File: src/rtl/musb_defines.sv
// Shared encodings for the load/store unit: FSM states, access sizes and
// byte-lane write masks (big-endian, lane 0 = bits 31:24).
package musb_defines;

  typedef enum logic [1:0] {
    LSU_IDLE = 2'd0,
    LSU_BUSY = 2'd1,
    LSU_DONE = 2'd2
  } lsu_state_t;

  typedef enum logic [1:0] {
    SIZE_WORD = 2'd0,
    SIZE_HALF = 2'd1,
    SIZE_BYTE = 2'd2
  } lsu_size_t;

  localparam logic [3:0] LANE_WORD    = 4'b1111;
  localparam logic [3:0] LANE_HALF_HI = 4'b1100;
  localparam logic [3:0] LANE_HALF_LO = 4'b0011;
  localparam logic [3:0] LANE_BYTE_0  = 4'b1000;

  // Byte wins if both size bits are set; neither means a full word.
  function automatic lsu_size_t decode_size(input logic is_byte, input logic is_half);
    if (is_byte)
      return SIZE_BYTE;
    else if (is_half)
      return SIZE_HALF;
    else
      return SIZE_WORD;
  endfunction

endpackage

File: src/rtl/musb_lsu_data_format.sv
// Combinational lane logic: store replication and write enables, misalignment
// detection for the live request, and load extraction/extension of bus data.
module musb_lsu_data_format
  import musb_defines::*;
(
  input  lsu_size_t   req_size,
  input  logic [1:0]  req_offset,
  input  logic [31:0] store_data,
  output logic [3:0]  store_mask,
  output logic [31:0] store_lanes,
  output logic        misaligned,
  input  lsu_size_t   load_size,
  input  logic [1:0]  load_offset,
  input  logic        load_sign,
  input  logic [31:0] load_word,
  output logic [31:0] load_data
);

  logic [7:0]  load_byte;
  logic [15:0] load_half;

  always_comb begin
    store_mask  = LANE_WORD;
    store_lanes = store_data;
    misaligned  = 1'b0;
    case (req_size)
      SIZE_BYTE: begin
        store_mask  = LANE_BYTE_0 >> req_offset;
        store_lanes = {4{store_data[7:0]}};
      end
      SIZE_HALF: begin
        store_mask  = req_offset[1] ? LANE_HALF_LO : LANE_HALF_HI;
        store_lanes = {2{store_data[15:0]}};
        misaligned  = req_offset[0];
      end
      default: misaligned = |req_offset;
    endcase
  end

  // Offset 0 addresses the most significant byte.
  always_comb begin
    load_byte = load_word[31:24];
    case (load_offset)
      2'd0: load_byte = load_word[31:24];
      2'd1: load_byte = load_word[23:16];
      2'd2: load_byte = load_word[15:8];
      2'd3: load_byte = load_word[7:0];
    endcase
    load_half = load_offset[1] ? load_word[15:0] : load_word[31:16];
    load_data = load_word;
    case (load_size)
      SIZE_BYTE: load_data = {{24{load_sign & load_byte[7]}}, load_byte};
      SIZE_HALF: load_data = {{16{load_sign & load_half[15]}}, load_half};
      default:   load_data = load_word;
    endcase
  end

endmodule

File: src/rtl/musb_load_store_unit.sv
// MEM-stage data-port initiator: launches one bus transfer per aligned access,
// stalls the pipeline until it completes, and formats load data for MEM/WB.
module musb_load_store_unit
  import musb_defines::*;
(
  input  logic        clk,
  input  logic        rst,
  input  logic [31:0] mem_address,
  input  logic [31:0] mem_write_data,
  input  logic        mem_read,
  input  logic        mem_write,
  input  logic        mem_byte,
  input  logic        mem_halfword,
  input  logic        mem_sign_extend,
  input  logic        mem_flush,
  input  logic        pipe_stall,
  output logic [31:0] mem_read_data,
  output logic        mem_stall,
  output logic        exc_address_load,
  output logic        exc_address_store,
  output logic        exc_bus_error,
  output logic [31:0] dport_address,
  output logic [31:0] dport_data_o,
  output logic [3:0]  dport_wr,
  output logic        dport_enable,
  input  logic [31:0] dport_data_i,
  input  logic        dport_ready,
  input  logic        dport_error
);

  lsu_state_t  state_reg, state_next;
  lsu_size_t   req_size, ld_size_reg;
  logic [1:0]  ld_offset_reg;
  logic        ld_sign_reg, ld_is_load_reg;
  logic [3:0]  store_mask;
  logic [31:0] store_lanes, load_data;
  logic        misaligned, access, aligned_access, in_idle, in_busy;

  assign req_size       = decode_size(mem_byte, mem_halfword);
  assign access         = (mem_read | mem_write) & ~mem_flush;
  assign aligned_access = access & ~misaligned;
  assign in_idle        = (state_reg == LSU_IDLE);
  assign in_busy        = (state_reg == LSU_BUSY);

  assign mem_stall         = (in_idle & aligned_access) | in_busy;
  assign exc_address_load  = in_idle & access & misaligned & mem_read;
  assign exc_address_store = in_idle & access & misaligned & mem_write;

  // Load formatting uses the captured request, since the bus answers later.
  musb_lsu_data_format u_format (
    .req_size    (req_size),
    .req_offset  (mem_address[1:0]),
    .store_data  (mem_write_data),
    .store_mask  (store_mask),
    .store_lanes (store_lanes),
    .misaligned  (misaligned),
    .load_size   (ld_size_reg),
    .load_offset (ld_offset_reg),
    .load_sign   (ld_sign_reg),
    .load_word   (dport_data_i),
    .load_data   (load_data)
  );

  always_ff @(posedge clk or negedge rst) begin
    if (!rst)
      state_reg <= LSU_IDLE;
    else
      state_reg <= state_next;
  end

  // DONE waits for the pipeline to take the instruction so it is not relaunched.
  always_comb begin
    state_next = state_reg;
    case (state_reg)
      LSU_IDLE: if (aligned_access) state_next = LSU_BUSY;
      LSU_BUSY: if (dport_ready)    state_next = LSU_DONE;
      LSU_DONE: if (!pipe_stall)    state_next = LSU_IDLE;
      default:  state_next = LSU_IDLE;
    endcase
  end

  always_ff @(posedge clk or negedge rst) begin
    if (!rst) begin
      dport_address  <= '0;
      dport_data_o   <= '0;
      dport_wr       <= '0;
      dport_enable   <= 1'b0;
      mem_read_data  <= '0;
      exc_bus_error  <= 1'b0;
      ld_size_reg    <= SIZE_WORD;
      ld_offset_reg  <= '0;
      ld_sign_reg    <= 1'b0;
      ld_is_load_reg <= 1'b0;
    end else begin
      exc_bus_error <= 1'b0;
      if (in_idle && aligned_access) begin
        dport_address  <= {mem_address[31:2], 2'b00};
        dport_data_o   <= store_lanes;
        dport_wr       <= mem_write ? store_mask : 4'b0000;
        dport_enable   <= 1'b1;
        ld_size_reg    <= req_size;
        ld_offset_reg  <= mem_address[1:0];
        ld_sign_reg    <= mem_sign_extend;
        ld_is_load_reg <= mem_read & ~mem_write;
      end
      if (in_busy && dport_ready) begin
        dport_enable  <= 1'b0;
        exc_bus_error <= dport_error;
        if (ld_is_load_reg)
          mem_read_data <= dport_error ? 32'd0 : load_data;
      end
    end
  end

endmodule
File: config.mk
export PLATFORM = sky130hd
export DESIGN_NAME = musb_load_store_unit
export DESIGN_NICKNAME = d
export VERILOG_FILES = /design/src/rtl/musb_defines.sv /design/src/rtl/musb_lsu_data_format.sv /design/src/rtl/musb_load_store_unit.sv
export SDC_FILE = /design/constraint.sdc
export NUM_CORES = 1
export LEC_CHECK = 0
export CAP_MARGIN = 40
export CELL_PAD_IN_SITES_DETAIL_PLACEMENT = 1
export CELL_PAD_IN_SITES_GLOBAL_PLACEMENT = 2
export CORE_ASPECT_RATIO = 0.7
export CORE_MARGIN = 5
export CORE_UTILIZATION = 27
export CTS_BUF_LIST = sky130_fd_sc_hd__clkbuf_16
export DETAILED_ROUTE_END_ITERATION = 7
export GPL_TIMING_DRIVEN = 0
export PLACE_DENSITY = 0.86
export SETUP_SLACK_MARGIN = 0.05
export SLEW_MARGIN = 20
export SYNTH_ARGS = -nofsm -noshare
export SYNTH_HDL_FRONTEND = slang
export SYNTH_HIERARCHICAL = 1
export SYNTH_SLANG_ARGS = --single-unit
File: constraint.sdc
create_clock -name clk -period 3.43 [get_ports clk]
set_clock_uncertainty 0.1 [all_clocks]
set_input_delay 0.686 -clock clk [delete_from_list [all_inputs] [get_ports clk]]
set_output_delay 0.686 -clock clk [all_outputs]
set_load 0.005 [all_outputs]
# Word-level counts from Yosys, hierarchy flattened
# Index checks and enable logic that the tools add are counted.
[op_classes]
n_lt_le_gt_ge = 0
shift = 1
n_div = 0
n_bitwise = 15
n_mux = 18
add_sub_neg = 0
multipliers = 0
reduce_logical = 8
eq_ne = 12
[ops]
columns = ["operator", "n"]
rows = [
  ["$pmux W32 S2", 2],
  ["$mux W32", 1],
  ["$pmux W8 S4", 1],
  ["$mux W16", 1],
  ["$and A1 B1 Y1", 10],
  ["$eq A2 B2 Y1 const B", 5],
  ["$eq A2 B1 Y1 const B", 4],
  ["$mux W2", 4],
  ["$mux W4", 2],
  ["$pmux W4 S2", 1],
  ["$ne A2 B2 Y1 const B", 3],
  ["$pmux W2 S3", 1],
  ["$logic_not A2 Y1", 2],
  ["$mux W1", 4],
  ["$shr A4 B2 Y4 const A", 1],
  ["$not A1 Y1", 3],
  ["$reduce_and A3 Y1", 1],
  ["$logic_and A1 B1 Y1", 2],
  ["$or A1 B1 Y1", 2],
  ["$pmux W1 S2", 1],
  ["$reduce_and A2 Y1", 1],
  ["$reduce_bool A2 Y1", 1],
  ["$reduce_or A2 Y1", 1],
]
[totals]
elab_cells = 65
memories = 0
output_inout_bits = 105
latch_bits = 0
ramBits = 0
reg_bits = 108
inputBits = 107
mem_bits_ro = 0

# Logic depth before layout (Yosys ltp)
[depth]
ltp_word = 9
mapped_depth = 10
depth_no_buf = 7

# By module
# Netlist, hierarchy kept.
[by_module_without_submodules]
columns = ["module", "n_inst", "seq_area_each_um2", "area_each_um2", "cells_each"]
rows = [
  ["musb_load_store_unit", 1, 2702.6, 4257.8, 321],
  ["musb_lsu_data_format", 1, 0.0, 1332.5, 209],
]

# Worst setup path before layout
# No wires, ideal clock.
[synth_timing]
path_kind = "input -> output"
from = "input mem_halfword"
to = "output mem_stall"
stages = 10
path_buffers = 3
arrival_ns = 2.243
required_ns = 2.644
path_slack_ns = 0.401
path_cell_list = "nor2b_1 -> inv_1 -> ha_1 -> buf_2 -> a21oi_1 -> a21oi_1 -> nor3b_2 -> buf_4 -> buf_6 -> nand2b_1"
[synth_via]
elab_chain_cells = 8
word_cells_on_any_way = 9
cone_classes = "eq/ne (2); mux (3); bitwise (4)"
[synth_lines]
columns = ["element", "line_no", "rtl"]
rows = [
  ["start, declared", "musb_load_store_unit.sv:13", "input logic mem_halfword,"],
  ["$mux W1 *", "musb_defines.sv:26", "else if (is_half)"],
  ["$mux W2 *", "musb_defines.sv:24", "if (is_byte)"],
  ["$eq A2 B1 Y1 / $eq A2 B2 Y1 (equally long branches)", "musb_lsu_data_format.sv:26", "case (req_size)"],
  ["$pmux W1 S2 *", "musb_lsu_data_format.sv:26", ""],
  ["via misaligned", "musb_load_store_unit.sv:37", "logic misaligned, access, aligned_access, in_idle, in_busy;"],
  ["$not A1 Y1 *", "musb_load_store_unit.sv:41", "assign aligned_access = access & ~misaligned;"],
  ["$and A1 B1 Y1 *", "musb_load_store_unit.sv:41", ""],
  ["$and A1 B1 Y1 *", "musb_load_store_unit.sv:45", "assign mem_stall = (in_idle & aligned_access) | in_busy;"],
  ["$or A1 B1 Y1 *", "musb_load_store_unit.sv:45", ""],
  ["end, declared", "musb_load_store_unit.sv:18", "output logic mem_stall,"],
]
# The timed path passes the listed nets; every way through them passes the cells marked *.

# Final worst setup path
[layout_timing]
from = "input mem_halfword"
to = "output mem_stall"
[layout_via]
elab_chain_cells = 8
word_cells_on_any_way = 9
cone_classes = "eq/ne (2); mux (3); bitwise (4)"
[layout_lines]
columns = ["element", "line_no", "rtl"]
rows = [
  ["$mux W1 *", "musb_defines.sv:26", ""],
  ["$mux W2 *", "musb_defines.sv:24", ""],
  ["via req_size[0]", "musb_load_store_unit.sv:32", "lsu_size_t req_size, ld_size_reg;"],
  ["$eq A2 B1 Y1 / $eq A2 B2 Y1 (equally long branches)", "musb_lsu_data_format.sv:26", ""],
  ["$pmux W1 S2 *", "musb_lsu_data_format.sv:26", ""],
  ["via misaligned", "musb_load_store_unit.sv:37", ""],
  ["$not A1 Y1 *", "musb_load_store_unit.sv:41", ""],
  ["$and A1 B1 Y1 *", "musb_load_store_unit.sv:41", ""],
  ["$and A1 B1 Y1 *", "musb_load_store_unit.sv:45", ""],
  ["$or A1 B1 Y1 *", "musb_load_store_unit.sv:45", ""],
]
# Marked as above.

==> summary.txt <==
Outcome
  • Result of the run: finished clean

Final layout
  • Finished Cell Area: 0.00858 mm²
  • Layout cells sized above 1: 14.7%
  • Layout Area Growth over Synthesis: 53.5%
  • Final-stage net count: 877
  • Top Registers: dport_data_o: 32 flops, mem_read_data: 32 flops, dport_address: 30 flops

GRT
  • Wire length of the first global-routing pass: 30000 µm
  • Initial antenna violation count: 0
  • Number of global-route vias before repair: 5141
  • Largest net degree at the start of global routing: 69
  • Residual overflow from global routing: 0
  • GRT Util Overall: 16.2%

Setup path
  • CP Launch Type: input pin
  • Largest fanout on the critical path: 10
  • Start-to-end type of the worst setup path: in -> out
  • Number of buffer and inverter stages on the critical path: 5
  • Data arrival time at the worst-slack endpoint: 2.52 ns
  • Category of the worst setup path capture point: output pin
  • Sequence of cells on the critical path: clkdlybuf4s50_1 > nor2b_4 > buf_4 > ha_4 > clkbuf_8 > a21oi_4 > a21oi_4 > nor3b_2 > buf_6 > nand2b_4 > buf_6
  • Worst path top cell family by delay: buffers and inverters
  • Required time of the worst setup path: 2.64 ns
  • Max stage delay cell, worst path: clkdlybuf4s50_1
  • Delay contributed by the slowest stage of the critical path: 0.40 ns

Power
  • P_leak: 3.57 nW
  • Part of the total power dissipated in combinational logic: 51.0%
  • Switch Pwr: 0.00221 W
  • Switching share of power: 35.0%
  • Power density over the cells: 735 mW/mm²
  • Clock group share of total power: 15.7%
  • Cell internal power dissipation: 0.00410 W
  • Peak supply drop: 0.304 mV
  • Share of power burned in registers: 33.3%

Timing
  • Final critical-path share of the clock period: 96.5%
  • Unrepaired setup endpoints after global routing: no
  • Total of endpoints with negative setup slack in the final report: 0
  • Actual transition at the worst max-transition pin: 0.619 ns
  • Worst setup margin: 0.120 ns
  • Final number of max-transition violations: 0
  • Shortest clock period the worst path allows after layout: 3.31 ns
  • Number of hold violations in the final report: 0
  • Slew margin rel.: 58.5%
  • Fmax achieved: 302 MHz

Synthesis
  • Number of synthesized flops with an enable pin: 0
  • Synthesized area: 0.00559 mm²
  • Gate count of the mapped netlist: 530
  • Distinct cell type count after synthesis: 39
  • Share of Yosys cell area claimed by the top area cell type: 48.3%
  • Most instantiated flip-flop cell in the synthesis netlist: dfrtp_1
  • Flip-flop and latch count after synthesis: 108
  • Commonest cells post-synth: dfrtp_1, nand2_1, o21ai_0
  • Most common cell in the synthesized netlist: dfrtp_1
  • Main area contributors after synthesis: dfrtp_1, mux2_1, mux2_2
  • Mean post-synth cell area: 10.5 µm²
  • Biggest area consumer among synthesized cells: dfrtp_1
  • Post-synthesis sequential area ratio: 48.3%
  • Async SR Flop Fraction: 100%
  • Number of warnings issued by yosys: 6

Floorplanning
  • Die Y: 130 µm
  • Top Ports: 212
  • Initial cell density of the core: 27.2%
  • FP Rows: 44
  • Core Box Area: 0.0205 mm²
  • Die Width: 182 µm
  • Full die area: 0.0237 mm²

Worst hold path
  • Hold WC Path Type: in -> async

Route
  • Violation count after the first detailed-routing iteration: 216
  • DRC violation count after routing: 0
  • Total length of routed wires: 19500 µm
  • Avg Vias per Cell: 4.64
  • Wire per inst: 18.6 µm
  • Number of nets with antenna violations after routing: 0
  • Number of optimization iterations in the first detailed-route pass: 4
  • Count of vias placed by the detailed router: 4859

Placed design
  • Port buffer count: 209
  • Worst setup slack before clock tree synthesis: -0.974 ns
  • HPWL reported at the end of detailed placement: 15200 µm
  • Placed Area: 0.00806 mm²
  • Routability congestion estimate from global placement: 0.816

Clock network
  • H-tree depth: 3
  • Clock sinks: 108
  • Source-to-sink clock delay at the later pin of the worst-skew pair: 0.35 ns
  • Cell at the root of the clock tree: clkbuf_16
  • Clock Path Buffers: 2
  • Clock buffers created by TritonCTS: 9
  • Clock slew seen by the registers of the worst setup and hold paths: 0.07 ns
  • TritonCTS clock tree: built

Run
  • Maximum capacitance violations: 0
[layer usage]
metal,wire length [µm],track usage [%],up-vias
met5,0,0,-
met4,147,3.00,0
met3,1490,6.03,13
met2,8280,23.2,144
met1,9600,23.5,2395
li1,-,-,2307
[kinds of logic after synthesis]
kind of cell    synth area share [%]
simple gates                    11.2
fa+ha+maj                      0.895
compound gates                  16.0
buf+inv                         6.78
flops                           48.3
other cells                   0.0671
mux                             16.7
[worst reg2reg max path, cell delays in order, from the launching register on]
cell and delay [ns]:
dfrtp_1 0.44, nor3_2 0.24, nor3b_2 0.28, buf_4 0.15, buf_4 0.09, buf_4 0.10
buf_4 0.10, buf_4 0.09, buf_4 0.10, buf_4 0.16, clkbuf_16 0.16, mux2_2 0.32
[power by group through the flow]
stage / combinational, W / clock (W) / sequential [W]
floorplan: 0.00149 / 0 / 0.00212
global placement: 0.00312 / 0 / 0.00210
detailed placement: 0.00315 / 0 / 0.00213
CTS: 0.00320 / 0.00105 / 0.00211
global route: 0.00352 / 0.00110 / 0.00217
finish: 0.00322 / 0.000990 / 0.00210
[per-stage QoR]
stage | util, % | power, W | std cells | setup TNS (ns) | hold WS (ns)
floorplan | - | 0.00361 | 531 | 0 | 0.290
global placement | 39.1 | 0.00522 | 1016 | -320.18 | 0.366
detailed placement | 39.3 | 0.00528 | 1017 | -7.28 | 0.371
CTS | 41.2 | 0.00636 | 1043 | -0.0609 | 0.146
global route | 41.8 | 0.00679 | 1047 | 0 | 0.163
finish | 41.8 | 0.00631 | 1048 | 0 | 0.145
[worst paths after layout]
kind,start,endpoint,slack [ns],depth (start not counted)
min in group clk,mem_read_data[6],mem_read_data[6],0.38,2
worst min register to register,mem_read_data[6],mem_read_data[6],0.38,2
max in group asynchronous,rst,mem_read_data[16],2.38,2
worst max register to register,state_reg[0],dport_address[19],1.00,11
worst max-delay path,mem_halfword,mem_stall,0.12,11
worst min-delay path,rst,dport_address[21],0.14,1
[cells in the final DEF (no fill, tap or decap), types with 8 or more instances in the layout]
cell             count
inv_1               18
dfrtp_1            108
a22oi_1             14
a32oi_1              8
a22o_1               8
clkdlybuf4s50_1    204
clkbuf_1            19
mux2_2              33
o21ai_0             49
o22ai_1              8
buf_6               12
nand2_1             68
clkbuf_16           11
mux2_1              43
nand2b_1            36
buf_4               24
a21oi_1             36
[cell type report]
type | instances | area, µm²
clock buffer | 9 | 225
sequential | 108 | 2700
inverter | 19 | 71.3
multi-input combinational | 356 | 2570
antenna | 1 | 2.50
clock inverter | 7 | 51.3
timing repair buffer | 225 | 2270
tap | 276 | 345
fill | 2298 | 12000
buffer | 47 | 340
[what timing repair did]
| item | in CTS | in global routing |
|---|---|---|
| hold buffers | 0 | 0 |
| endpoints found under the setup margin | 3 | 21 |
| gates resized for setup | 21 | 11 |
| pin swaps | 1 | 2 |
| gates cloned | 0 | 2 |
| setup buffers | 11 | 4 |
Power figures use the tool's default switching activity.
